**src/rtl/layer1_pkg.sv**
```systemverilog
// layer1_pkg: shared definitions for the layer-1 post-processing block.
//   NUM_LANES_DEF / DATA_W_DEF : default column geometry (10 lanes x 16 bits)
//   LANE_W                     : width of the lane index carried on out_lane
//   state_t                    : IDLE (capture allowed) / DRAIN (streaming lanes)
//   SAT_MAX / SAT_MIN          : signed saturation limits at the default width
package layer1_pkg;

  localparam int NUM_LANES_DEF = 10;
  localparam int DATA_W_DEF    = 16;
  localparam int LANE_W        = 4;

  typedef enum logic {
    IDLE  = 1'b0,
    DRAIN = 1'b1
  } state_t;

  localparam logic [DATA_W_DEF-1:0] SAT_MAX = {1'b0, {(DATA_W_DEF-1){1'b1}}};
  localparam logic [DATA_W_DEF-1:0] SAT_MIN = {1'b1, {(DATA_W_DEF-1){1'b0}}};

endpackage

```
**src/rtl/layer1_post_lane.sv**
```systemverilog
// layer1_post_lane: combinational per-lane arithmetic.
//   lane   : signed accumulated lane value (DATA_W bits)
//   bias   : signed per-lane bias (DATA_W bits)
//   result : sat(sext(lane)+sext(bias) >>> SHIFT), optionally ReLU'd
// Optional feature: define LAYER1_POST_RELU_EN to clamp negative results to 0.
module layer1_post_lane
  import layer1_pkg::*;
#(
  parameter int DATA_W = DATA_W_DEF,
  parameter int SHIFT  = 0
) (
  input  logic [DATA_W-1:0] lane,
  input  logic [DATA_W-1:0] bias,
  output logic [DATA_W-1:0] result
);

  localparam logic signed [DATA_W:0] MAX_V = {2'b00, {(DATA_W-1){1'b1}}};
  localparam logic signed [DATA_W:0] MIN_V = {2'b11, {(DATA_W-1){1'b0}}};

  function automatic logic signed [DATA_W-1:0] saturate(input logic signed [DATA_W:0] v);
    if (v > MAX_V)
      return MAX_V[DATA_W-1:0];
    else if (v < MIN_V)
      return MIN_V[DATA_W-1:0];
    else
      return v[DATA_W-1:0];
  endfunction

  function automatic logic signed [DATA_W-1:0] relu(input logic signed [DATA_W-1:0] v);
`ifdef LAYER1_POST_RELU_EN
    return v[DATA_W-1] ? '0 : v;
`else
    return v;
`endif
  endfunction

  // One guard bit makes the bias add exact; the shift keeps the sign.
  logic signed [DATA_W:0] sum;
  logic signed [DATA_W:0] scaled;

  assign sum    = $signed({lane[DATA_W-1], lane}) + $signed({bias[DATA_W-1], bias});
  assign scaled = sum >>> SHIFT;
  assign result = relu(saturate(scaled));

endmodule

```
**src/rtl/layer1_post.sv**
```systemverilog
// layer1_post: captures a completed MAC column plus per-lane bias, then
// streams the processed lanes one per valid/ready transfer.
//   clk, reset (async, active-low)
//   column, bias   : NUM_LANES packed signed lanes, lane i at [i*DATA_W +: DATA_W]
//   col_valid/col_ready : column capture handshake (ready only in IDLE)
//   out_data, out_lane, out_valid/out_ready : lane stream
//   frame_done     : one-cycle pulse after the last lane transfers
// Optional feature: define LAYER1_POST_RELU_EN to apply ReLU after saturation.
module layer1_post
  import layer1_pkg::*;
#(
  parameter int NUM_LANES = NUM_LANES_DEF,
  parameter int DATA_W    = DATA_W_DEF,
  parameter int SHIFT     = 0
) (
  input  logic                        clk,
  input  logic                        reset,
  input  logic [NUM_LANES*DATA_W-1:0] column,
  input  logic [NUM_LANES*DATA_W-1:0] bias,
  input  logic                        col_valid,
  output logic                        col_ready,
  output logic [DATA_W-1:0]           out_data,
  output logic [LANE_W-1:0]           out_lane,
  output logic                        out_valid,
  input  logic                        out_ready,
  output logic                        frame_done
);

  state_t                      state;
  state_t                      state_next;
  logic [NUM_LANES*DATA_W-1:0] col_buf;
  logic [NUM_LANES*DATA_W-1:0] bias_buf;
  logic [LANE_W-1:0]           sel_lane;
  logic [DATA_W-1:0]           src_lane;
  logic [DATA_W-1:0]           src_bias;
  logic [DATA_W-1:0]           lane_result;
  logic                        capture;
  logic                        xfer;
  logic                        last_lane;

  assign col_ready = (state == IDLE);
  assign capture   = col_ready && col_valid;
  assign xfer      = (state == DRAIN) && out_valid && out_ready;
  assign last_lane = (out_lane == LANE_W'(NUM_LANES - 1));
  assign sel_lane  = out_lane + LANE_W'(1);

  // At capture the buffer is not loaded yet, so lane 0 comes straight from
  // the inputs; while draining the next lane is read from the buffer.
  always_comb begin
    src_lane = column[DATA_W-1:0];
    src_bias = bias[DATA_W-1:0];
    if (state == DRAIN) begin
      src_lane = '0;
      src_bias = '0;
      for (int i = 0; i < NUM_LANES; i++) begin
        if (sel_lane == LANE_W'(i)) begin
          src_lane = col_buf[i*DATA_W +: DATA_W];
          src_bias = bias_buf[i*DATA_W +: DATA_W];
        end
      end
    end
  end

  layer1_post_lane #(
    .DATA_W (DATA_W),
    .SHIFT  (SHIFT)
  ) u_lane (
    .lane   (src_lane),
    .bias   (src_bias),
    .result (lane_result)
  );

  always_comb begin
    state_next = state;
    case (state)
      IDLE:    if (capture) state_next = DRAIN;
      DRAIN:   if (xfer && last_lane) state_next = IDLE;
      default: state_next = IDLE;
    endcase
  end

  always_ff @(posedge clk or negedge reset) begin
    if (!reset)
      state <= IDLE;
    else
      state <= state_next;
  end

  // Output register stage: holds the current lane until it is accepted.
  always_ff @(posedge clk or negedge reset) begin
    if (!reset) begin
      col_buf    <= '0;
      bias_buf   <= '0;
      out_data   <= '0;
      out_lane   <= '0;
      out_valid  <= 1'b0;
      frame_done <= 1'b0;
    end else begin
      frame_done <= 1'b0;
      if (capture) begin
        col_buf   <= column;
        bias_buf  <= bias;
        out_data  <= lane_result;
        out_lane  <= '0;
        out_valid <= 1'b1;
      end else if (xfer) begin
        if (last_lane) begin
          out_valid  <= 1'b0;
          frame_done <= 1'b1;
        end else begin
          out_data <= lane_result;
          out_lane <= sel_lane;
        end
      end
    end
  end

endmodule

```
**config.mk**
```make
export PLATFORM = sky130hd
export DESIGN_NAME = layer1_post
export DESIGN_NICKNAME = d
export VERILOG_FILES = /design/src/rtl/layer1_pkg.sv /design/src/rtl/layer1_post_lane.sv /design/src/rtl/layer1_post.sv
export SDC_FILE = /design/constraint.sdc
export NUM_CORES = 1
export LEC_CHECK = 0
export CAP_MARGIN = 20
export CORE_MARGIN = 3
export CORE_UTILIZATION = 41
export CTS_CLUSTER_SIZE = 24
export DETAILED_ROUTE_END_ITERATION = 6
export PLACE_DENSITY = 0.67
export SYNTH_ARGS = -nofsm -noshare
export SYNTH_HDL_FRONTEND = slang
export SYNTH_SLANG_ARGS = --single-unit
```
**constraint.sdc**
```tcl
create_clock -name clk -period 6.6 [get_ports clk]
set_input_delay 0.66 -clock clk [delete_from_list [all_inputs] [get_ports clk]]
set_output_delay 0.66 -clock clk [all_outputs]
set_load 0.005 [all_outputs]
```
; ---- After elaboration in Yosys (flattened, before gate mapping)
; Index checks and enable logic that the tools add are counted.
; Widths: inputs -> output; s select.
[totals]
reg_bits = 343
in_bits = 324
output_inout_bits = 23
[classes]
addsub = 2
n_lt_le_gt_ge = 2
eq_ne = 11
n_mux = 39
n_bitwise = 1
n_reduce_logical = 9
[op_table]
columns = op, n
row1 = $mux 16, 27
row2 = $add 16x16->17, 1
row3 = $gt 17x16->1 const B, 1
row4 = $lt 17x16->1 const B, 1
row5 = $eq 4x3->1 const B, 4
row6 = $eq 4x4->1 const B, 3
row7 = $mux 4, 3
row8 = $eq 4x2->1 const B, 2
row9 = $mux 1, 8
row10 = $add 4x1->4 const B, 1
row11 = $eq 4x1->1 const B, 1
row12 = $logic_and 1x1->1, 4
row13 = $logic_not 4->1, 1
row14 = $reduce_and 2->1, 2
row15 = $reduce_bool 2->1, 2
row16 = $ne 2x2->1 const B, 1
row17 = $pmux 1 s2, 1
row18 = $not 1->1, 1

; ---- Logic depth before layout (Yosys ltp)
; Gate-level depths: netlist of the first run.
[logic_depth]
depth_word = 20
mapped_depth = 22
mapped_depth_nobuf = 19

; ---- By module
; A second synthesis of the first run with hierarchy kept.
[unflattened]
cells_unflattened = 1502
area_unflattened_um2 = 17933.4
[modules_own_cells]
columns = module, instances, cells_each, area_each_um2
row1 = layer1_post, 1, 1369, 16900.0
row2 = layer1_post_lane, 1, 133, 1033.5

; ---- Worst setup path after synthesis of the first run
; OpenSTA, ideal clock, no wires.
[synth_timing]
path_type = register to register
from = register out_lane[0]
to = register out_data[13]
setup_ps = 142
arrival_ps = 4444
slack_ps = 2015
stages_incl_launch_ff = 22
synth_period_minus_slack_ps = 4585
path_cell_list = dfrtp_1 ha_1 nor2b_1 a211o_1 and3_1 clkbuf_1 clkbuf_1 a221oi_1 nor2_1 a211oi_1 o21ai_0 ha_1 inv_1 fa_1 nand2b_1 a21oi_1 o31ai_1 a21oi_1 or4b_4 nand2_1 buf_2 o311ai_1
[synth_between]
elab_chain_len = 20
[synth_rtl]
columns = element, line_no
row1 = "start, declared", layer1_post.sv:23  ; output logic [LANE_W-1:0] out_lane,
row2 = "start signal, assigned", layer1_post.sv:112  ; out_lane <= sel_lane;
row3 = $add 4x1->4, layer1_post.sv:45  ; assign sel_lane = out_lane + LANE_W'(1);
row4 = $logic_not 4->1, layer1_post.sv:56  ; if (sel_lane == LANE_W'(i)) begin
row5 = $mux 16 (10 in a row), layer1_post.sv:56
row6 = $mux 16, layer1_post.sv:52  ; if (state == DRAIN) begin
row7 = $add 16x16->17, layer1_post_lane.sv:41  ; assign sum = $signed({lane[DATA_W-1], lane}) + $signed({bias[DATA_W-1], bias});
row8 = $lt 17x16->1, layer1_post_lane.sv:23  ; else if (v < MIN_V)
row9 = $mux 16, layer1_post_lane.sv:23
row10 = $mux 16, layer1_post_lane.sv:21  ; if (v > MAX_V)
row11 = $mux 16, layer1_post.sv:107  ; if (last_lane) begin
row12 = $mux 16, layer1_post.sv:106  ; end else if (xfer) begin
row13 = $mux 16, layer1_post.sv:100  ; if (capture) begin
row14 = "end signal, assigned", layer1_post.sv:103  ; out_data <= lane_result;
row15 = "end signal, assigned", layer1_post.sv:111  ; out_data <= lane_result;
row16 = "end, declared", layer1_post.sv:22  ; output logic [DATA_W-1:0] out_data,
; Parallel ways exist; a longest one is shown, timed or not. The select of a mux whose other input is x is not followed.
; A chain may end at the register's enable or synchronous reset.

; ---- Final worst setup path of the first run
[layout_timing]
from = register out_lane[0]
to = register out_data[7]
; Same word-level chain as after synthesis.

==> impl_metrics.json, run 1 <==
{
  "cts.root.buffer_cell": "clkbuf_16",
  "hp-class": "input port to asynchronous set/reset pin",
  "yosysMostFrequentCell": "nand2_1",
  "comb_power_share": 0.501,
  "power_mw": 12.25,
  "clock_sinks": 343,
  "cp.arrival_ns": 6.59,
  "drv_cap": 0,
  "grt_start_max_net_pins": 180,
  "syn2layout_area_growth_pct": 31.13,
  "synthXorXnorAreaFrac": 0.005749,
  "gp_congestion": 1.018,
  "holdWs_ns": 0.1855,
  "die_area_um2": 43340,
  "cp.required_ns": 6.98,
  "grt_use_met3": 0.05262,
  "num_rows": 73,
  "p_int_mw": 6.715,
  "synthMuxAreaShare": 0.001867,
  "gr-max-usage-layer": "met2",
  "post_cts.repair.setup_buffers": 0,
  "met1_usage": 0.4338,
  "cp_max_fo": 51,
  "crit_type": "flip-flop to flip-flop",
  "period_needed_ns": 6.214,
  "ys_async_sr_fraction": 1.000,
  "ys_types": 60,
  "finalNetCount": 2727,
  "ys_ff_latch": 343,
  "vias": 16160,
  "syn_avg_cell_area_um2": 7.976,
  "fmax_ghz": 0.1609,
  "start_util": 0.4179,
  "rr_endpoint": "out_data[7]",
  "place_ws_ns": 0.5891,
  "ys_warn_count": 0,
  "cellLeakagePower_nw": 10.60,
  "finish.instance_area_um2": 21970,
  "antennaDiodeCount": 0,
  "synth_top_family_by_area": "simple AND/OR/NAND/NOR gates",
  "wl_um": 67650,
  "wl_per_cell_um": 23.04,
  "rsz0062_at_grt": "false",
  "synth-simple-area-share": 0.2902,
  "ctsResizeCount": 0,
  "die_height_um": 208.2,
  "cp-end-kind": "flip-flop",
  "setup_violations": 0,
  "synth_nets": 2447,
  "synthTopCellsByArea": "dfrtp_1, nand2_1, clkbuf_1",
  "clockBufferDepth": 3,
  "r2r_cells": 17,
  "r2r_slack_ns": 0.39,
  "io_buffer_count": 346,
  "seqPwrFrac": 0.317,
  "drc_errors": 0,
  "setup_slack_ns": 0.3860,
  "synth_seq_area_share": 0.5122,
  "outcome": "complete, no violations",
  "switching_power_mw": 5.533,
  "ir_drop_mv": 0.2926,
  "die_w_um": 208.2,
  "synth_compound_area_frac": 0.1392,
  "grt.total_usage": 0.3056,
  "ios": 347,
  "final.period_utilization": 0.9415,
  "grt_pass1_vias": 15900,
  "synth_top_area_cell": "dfrtp_1",
  "dpl.hpwl_um": 51450,
  "detail_route.vias_per_cell": 5.503,
  "drive_gt1_frac": 0.04438,
  "cts_max_level": 2,
  "swShare": 0.4517,
  "grt_overflow_total": 0,
  "placed_area_um2": 20670,
  "drt_iter0_drc": 1812,
  "ys.flop_type": "dfrtp_1",
  "fin_skew_ns": 0.02592,
  "first_pass_iters": 6,
  "timing.rr.start": "out_lane[0]",
  "crit_path_start_kind": "flip-flop",
  "coreArea_um2": 40100,
  "cts_tree": "built",
  "clk_latency_ns": 0.56,
  "finalSetupTns_ns": 0,
  "synth_top_area_share": 0.5122,
  "clockPowerShare": 0.182,
  "cts_buffers": 39,
  "power_density_nw_per_um2": 557.3,
  "synth-edff-count": 0,
  "relSlewSlack": 0.2503,
  "ant_nets": 0,
  "hold_buffers": 0,
  "synthAdderAreaFrac": 0.01687,
  "syn_area_um2": 16760,
  "synth_common_cells": "nand2_1, dfrtp_1, clkbuf_1",
  "synth_cells": 2101,
  "clk_pin_slew_ns": 0.06,
  "slew_viol_final": 0,
  "antenna_found_initial": 1,
  "worstMarginPinSlew_ns": 1.113,
  "grt_pass1_wl_um": 100700,
  "use_met2": 0.4855,
  "hold_viol": 0
}
worst max-delay path by stage:
stage | cells past startpoint | end | slack [ns] | start
after global routing | 16 | out_data[7] | 0.1 | out_lane[0]
after detailed placement | 17 | out_data[2] | 0.59 | out_lane[0]
after floorplan | 21 | out_data[13] | 2.01 | out_lane[0]
final | 17 | out_data[7] | 0.39 | out_lane[0]
after global placement | 17 | out_data[2] | 0.67 | out_lane[0]
after CTS | 16 | out_data[6] | 0.51 | out_lane[0]
cell usage in the layout (no fill, tap or decap), types with 12 or more instances in the layout:
cell / netlist / final
a211oi_1: 18 / 18
a21oi_1: 69 / 69
a221o_1: 16 / 16
a221oi_1: 48 / 48
and3_1: 21 / 21
buf_4: 0 / 27
clkbuf_1: 131 / 12
clkbuf_16: 0 / 40
clkdlybuf4s50_1: 0 / 345
dfrtp_1: 343 / 343
ha_1: 21 / 19
nand2_1: 1043 / 1042
nand3_1: 17 / 17
nor2_1: 81 / 81
nor2b_1: 18 / 17
o21ai_0: 89 / 89
o221ai_1: 15 / 15
o31ai_1: 18 / 18
cell families (layout without fill, tap and decap cells):
| group | count (synthesis) | in the layout |
|---|---|---|
| compound gates | 345 | 345 |
| fa+ha+maj | 22 | 22 |
| buf+inv | 150 | 460 |
| xor+xnor | 11 | 11 |
| flops | 343 | 343 |
| simple gates | 1227 | 1227 |
| mux | 3 | 3 |
per-layer routing:
layer,wire [µm],vias to the layer above,part of all wire
li1,-,7496,-
met1,29350,7881,0.43
met2,31230,686,0.46
met3,5095,93,0.075
met4,1979,0,0.029
met5,0,-,0
worst max-delay path: stages, from the launching register on:
cell      delay, ns
dfrtp_1        0.50
inv_1          0.14
ha_2           0.74
nor2b_1        0.11
a221oi_1       0.57
o31ai_1        0.23
a221oi_1       0.54
nor2_1         0.16
a211oi_1       0.28
o21ai_0        0.13
ha_1           0.37
o211ai_1       0.11
a21oi_1        0.09
o31ai_1        0.73
a21oi_1        0.21
or4b_4         0.60
nand2_1        0.34
o311ai_1       0.17
layout make-up:
cell class / instances / area (µm²)
repair buffers: 377 / 3751
multi-input cells: 1608 / 7630
clock inverters: 12 / 166.4
flip-flops and latches: 343 / 8583
well taps: 525 / 656.9
inverters: 12 / 45.04
clock buffers: 59 / 1142
fillers: 3666 / 18120
power by group through the flow:
stage | combinational, mW | sequential (mW) | clock [mW]
after floorplan | 3.85 | 3.47 | 0
after global placement | 6.09 | 3.89 | 0
after detailed placement | 6.03 | 3.88 | 0
after CTS | 6.08 | 3.86 | 2.25
after global routing | 6.69 | 3.95 | 2.33
final | 6.14 | 3.88 | 2.23
per-stage QoR:
stage,cells,util
6_report,2936,0.5480
5_1_grt,2936,0.5480
4_1_cts,2936,0.5480
3_5_place_dp,2865,0.5154
3_3_place_gp,2865,0.5154
2_1_floorplan,2101,-
flip-flops by register name, summed over array words and instances, names as in the netlist:
register / flops
bias_buf: 160
out_valid: 1
out_lane: 4
state: 1
out_data: 16
frame_done: 1
col_buf: 160
(Power assumes the default switching activity.)
==> run 2, diff against run 1 <==
CORE_MARGIN = 2   (was 3)
==> impl_metrics.json, run 2 (same netlist as run 1, synthesis figures left out) <==
{
  "gr-max-usage-layer": "met2",
  "start_util": 0.4132,
  "fin_skew_ns": 0.02298,
  "clk_pin_slew_ns": 0.06,
  "clk_latency_ns": 0.57,
  "fillers": 3796,
  "dpl.hpwl_um": 50270,
  "hold_viol": 0,
  "cp_max_fo": 21,
  "io_buffer_count": 346,
  "crit_path_start_kind": "flip-flop",
  "wl_um": 65770,
  "post_cts.repair.setup_buffers": 0,
  "finish.instance_area_um2": 21870,
  "final_common_cell": "nand2_1",
  "drt_iter0_drc": 1700,
  "ir_drop_mv": 0.2100,
  "crit_chain": "ha_1 -> buf_4 -> a221oi_1 -> o31ai_1 -> a221oi_1 -> nor2_1 -> a211oi_1 -> o21ai_0 -> ha_1 -> o211ai_1 -> a21oi_1 -> o31ai_1 -> a21oi_1 -> or4b_4 -> nand2_1 -> o311ai_1",
  "cellLeakagePower_nw": 10.55,
  "ios": 347,
  "outcome": "complete, no violations",
  "grt_pass1_wl_um": 96570,
  "power_mw": 12.05,
  "switching_power_mw": 5.445,
  "clockBufferDepth": 3,
  "antenna_found_initial": 2,
  "met1_usage": 0.4242,
  "cts_buffers": 39,
  "slowest_delay_ns": 0.63,
  "setup_slack_ns": 0.4752,
  "p_int_mw": 6.601,
  "drc_errors": 0,
  "grt_overflow_total": 0,
  "drv_cap": 0,
  "placed_area_um2": 20630,
  "finalSetupTns_ns": 0,
  "clock_sinks": 343,
  "final.period_utilization": 0.9280,
  "worstMarginPinSlew_ns": 1.003,
  "cp_top_family": "compound AO/OA/AOI/OAI gates",
  "die_area_um2": 42510,
  "r2r_cells": 16,
  "use_met2": 0.4860,
  "grt.total_usage": 0.3108,
  "cp-end-kind": "flip-flop",
  "grt_pass1_vias": 15620,
  "seqPwrFrac": 0.320,
  "path_buf_inv": 1,
  "power_density_nw_per_um2": 550.7,
  "finalNetCount": 2721,
  "swShare": 0.4520,
  "slew_viol_final": 0,
  "die_w_um": 206.2,
  "grt_start_max_net_pins": 222,
  "grt_use_met3": 0.05944,
  "setup_violations": 0,
  "hp-class": "input port to asynchronous set/reset pin",
  "die_height_um": 206.2,
  "drive_gt1_frac": 0.04134,
  "layout_common_cells": "nand2_1, clkdlybuf4s50_1, dfrtp_1",
  "num_rows": 74,
  "cts_max_level": 2,
  "detail_route.vias_per_cell": 5.438,
  "vias": 15920,
  "cp.depth": 16,
  "clockPowerShare": 0.176,
  "fmax_ghz": 0.1633,
  "reg_top3": "bias_buf (160), col_buf (160), out_data (16)",
  "place_ws_ns": 0.4133,
  "first_pass_iters": 5,
  "hold_buffers": 0,
  "gp_congestion": 1.017,
  "syn2layout_area_growth_pct": 30.52,
  "coreArea_um2": 40550,
  "rsz0062_at_grt": "false",
  "slowest_stage": "o31ai_1",
  "period_needed_ns": 6.125,
  "wl_per_cell_um": 22.46,
  "cts_tree": "built",
  "relSlewSlack": 0.3316,
  "comb_power_share": 0.504,
  "ant_nets": 0,
  "cp.arrival_ns": 6.52,
  "cp.required_ns": 6.99,
  "cts.root.buffer_cell": "clkbuf_16",
  "crit_type": "flip-flop to flip-flop",
  "holdWs_ns": 0.1415
}
[run 2: cell count changes in the layout (fill, tap and decap cells not counted), moves of 2 or more]
cell / previous run / this run
inv_6: 3 / 1
clkbuf_1: 12 / 4
buf_4: 27 / 21
clkinv_2: 3 / 5
[run 2: repair_timing]
item,CTS,global route
hold endpoints to repair,0,0
resized for setup,0,1
endpoints found under the setup margin,0,4
[run 2: worst reg2reg max path, delay by kind of cell, from the launching register on]
family	cells	cell delay, ns
buf+inv	1	0.35
flops	1	0.50
compound gates	10	3.09
fa+ha+maj	2	0.96
simple gates	3	1.06
[run 2: power groups by stage]
stage	clock network [mW]	registers (mW)	logic, mW
2_1_floorplan	0	3.47	3.85
6_report	2.12	3.86	6.07
5_1_grt	2.24	3.93	6.64
3_5_place_dp	0	3.86	5.95
3_3_place_gp	0	3.86	5.96
4_1_cts	2.15	3.84	6.01
[run 2: final cells by class]
type,instances,area (µm²),area share
repair buffers,371,3706,0.1694
well taps,532,665.6,0.03043
diodes,1,2.502,0.0001144
clock buffers,51,1112,0.05085
inverters,12,45.04,0.002059
clock inverters,10,118.9,0.005434
flip-flops and latches,343,8583,0.3924
multi-input cells,1608,7640,0.3493
[run 2: through the flow]
step	std cells	util
2_1_floorplan	2101	-
3_3_place_gp	2866	0.5087
3_5_place_dp	2866	0.5087
4_1_cts	2927	0.5391
5_1_grt	2927	0.5393
6_report	2928	0.5394
[run 2: per-layer routing]
metal / part of all wire / vias to the layer above
met2: 0.46 / 691
met1: 0.42 / 7634
met3: 0.077 / 120
met5: 0.00020 / -
met4: 0.041 / 2
li1: - / 7474
[run 2: final timing paths]
check | end | startpoint | slack, ns
max | out_data[4] | out_lane[0] | 0.48
min | bias_buf[34] | reset | 0.14
max reg2reg | out_data[4] | out_lane[0] | 0.48
min reg2reg | col_buf[155] | col_buf[155] | 0.47
max in group asynchronous | col_buf[139] | reset | 4.99
min in group clk | col_buf[155] | col_buf[155] | 0.47
==> run 3, diff against run 2 <==
CORE_ASPECT_RATIO = 0.5   (was unset)
==> impl_metrics.json, run 3 (same netlist as run 1, synthesis figures left out) <==
{
  "ir_drop_mv": 0.3276,
  "finalNetCount": 2718,
  "cp.required_ns": 7.01,
  "layout_common_cells": "nand2_1, clkdlybuf4s50_1, dfrtp_1",
  "fillers": 3813,
  "clock_sinks": 343,
  "crit_path_start_kind": "flip-flop",
  "worstMarginPinSlew_ns": 1.168,
  "first_pass_iters": 7,
  "placed_area_um2": 20640,
  "period_needed_ns": 6.040,
  "cp.arrival_ns": 6.45,
  "register_area_um2": 8583,
  "rsz0062_at_grt": "false",
  "vias": 16180,
  "fmax_ghz": 0.1656,
  "hold_buffers": 0,
  "crit_type": "flip-flop to flip-flop",
  "use_met2": 0.4731,
  "multi_input_area_um2": 7630,
  "layoutNonFillerInstCount": 2936,
  "cts_max_level": 2,
  "cts.root.buffer_cell": "clkbuf_16",
  "clockBufferDepth": 3,
  "cts_buffers": 34,
  "grt_pass1_vias": 15700,
  "wl_per_cell_um": 21.88,
  "power_density_nw_per_um2": 544.9,
  "gp_congestion": 1.020,
  "fin_skew_ns": 0.01733,
  "relSlewSlack": 0.2210,
  "place_ws_ns": 0.7303,
  "fin_util": 0.5390,
  "ant_nets": 0,
  "post_cts.repair.setup_buffers": 0,
  "syn2layout_area_growth_pct": 29.73,
  "coreArea_um2": 40340,
  "drc_errors": 0,
  "final_common_cell": "nand2_1",
  "wl_um": 64230,
  "grt_start_max_net_pins": 240,
  "power_mw": 11.85,
  "met1_usage": 0.3960,
  "dpl.hpwl_um": 48530,
  "clk_latency_ns": 0.55,
  "cp-end-kind": "flip-flop",
  "cts_tree": "built",
  "finish.instance_area_um2": 21740,
  "clk_pin_slew_ns": 0.07,
  "grt.total_usage": 0.2984,
  "detail_route.vias_per_cell": 5.511,
  "cp_max_fo": 23,
  "ios": 347,
  "holdWs_ns": 0.09010,
  "die_w_um": 289.9,
  "gr-max-usage-layer": "met2",
  "setup_slack_ns": 0.5596,
  "finalSetupTns_ns": 0,
  "final.period_utilization": 0.9152,
  "drv_cap": 0,
  "slew_viol_final": 0,
  "die_height_um": 147.0,
  "hp-class": "input port to asynchronous set/reset pin",
  "io_buffer_count": 346,
  "hold_viol": 0,
  "reg_top3": "bias_buf (160), col_buf (160), out_data (16)",
  "grt_pass1_wl_um": 95220,
  "start_util": 0.4154,
  "num_rows": 52,
  "grt_use_met3": 0.09531,
  "grt_overflow_total": 0,
  "drt_iter0_drc": 2080,
  "die_area_um2": 42610,
  "setup_violations": 0,
  "ctsResizeCount": 0,
  "drive_gt1_frac": 0.04092,
  "cellLeakagePower_nw": 10.48,
  "placed_cells": 2876,
  "outcome": "complete, no violations",
  "antenna_found_initial": 3
}
## run 3: worst paths after layout
kind / start / endpoint / slack [ns] / depth (start not counted)
max: out_lane[0] / out_data[4] / 0.56 / 21
min reg2reg: col_buf[153] / col_buf[153] / 0.47 / 2
min in group clk: col_buf[153] / col_buf[153] / 0.47 / 2
max in group asynchronous: reset / col_buf[153] / 5.14 / 2
max reg2reg: out_lane[0] / out_data[4] / 0.56 / 21
min: reset / bias_buf[107] / 0.09 / 1
## run 3: worst max-delay path, stage by stage (launching register included)
cell and delay (ns):
dfrtp_1 0.48, ha_1 0.33, and2_1 0.20, a21oi_1 0.22
mux2i_1 0.19, and2_1 0.36, buf_4 0.26, nor2_1 0.30
buf_4 0.36, o221ai_1 0.28, o21ai_0 0.42, ha_1 0.27
inv_1 0.07, fa_1 0.42, nand2b_1 0.18, a21oi_1 0.24
o31ai_1 0.12, buf_4 0.17, a21oi_1 0.18, or4b_4 0.19
nand2_1 0.23, o311ai_1 0.41
## run 3: report_power, final
group / total [mW] / switching, mW / internal (mW)
Sequential: 3.81 / 0.750 / 3.06
Clock: 1.97 / 0.877 / 1.09
Combinational: 6.07 / 3.80 / 2.27
Total: 11.8 / 5.43 / 6.42
## run 3: per-layer routing
layer / wire length (µm) / up-vias
li1: - / 7476
met1: 26330 / 7828
met2: 29260 / 737
met3: 6783 / 137
met4: 1836 / 2
met5: 13 / -
## run 3: layout make-up
cell class,instances,share of cell area
Tap cell,540,0.03108
Clock buffer,47,0.04506
Multi-Input combinational cell,1608,0.3509
Inverter,12,0.002072
Timing Repair Buffer,373,0.1706
Antenna cell,1,0.0001151
Sequential cell,343,0.3948
Clock inverter,12,0.005352
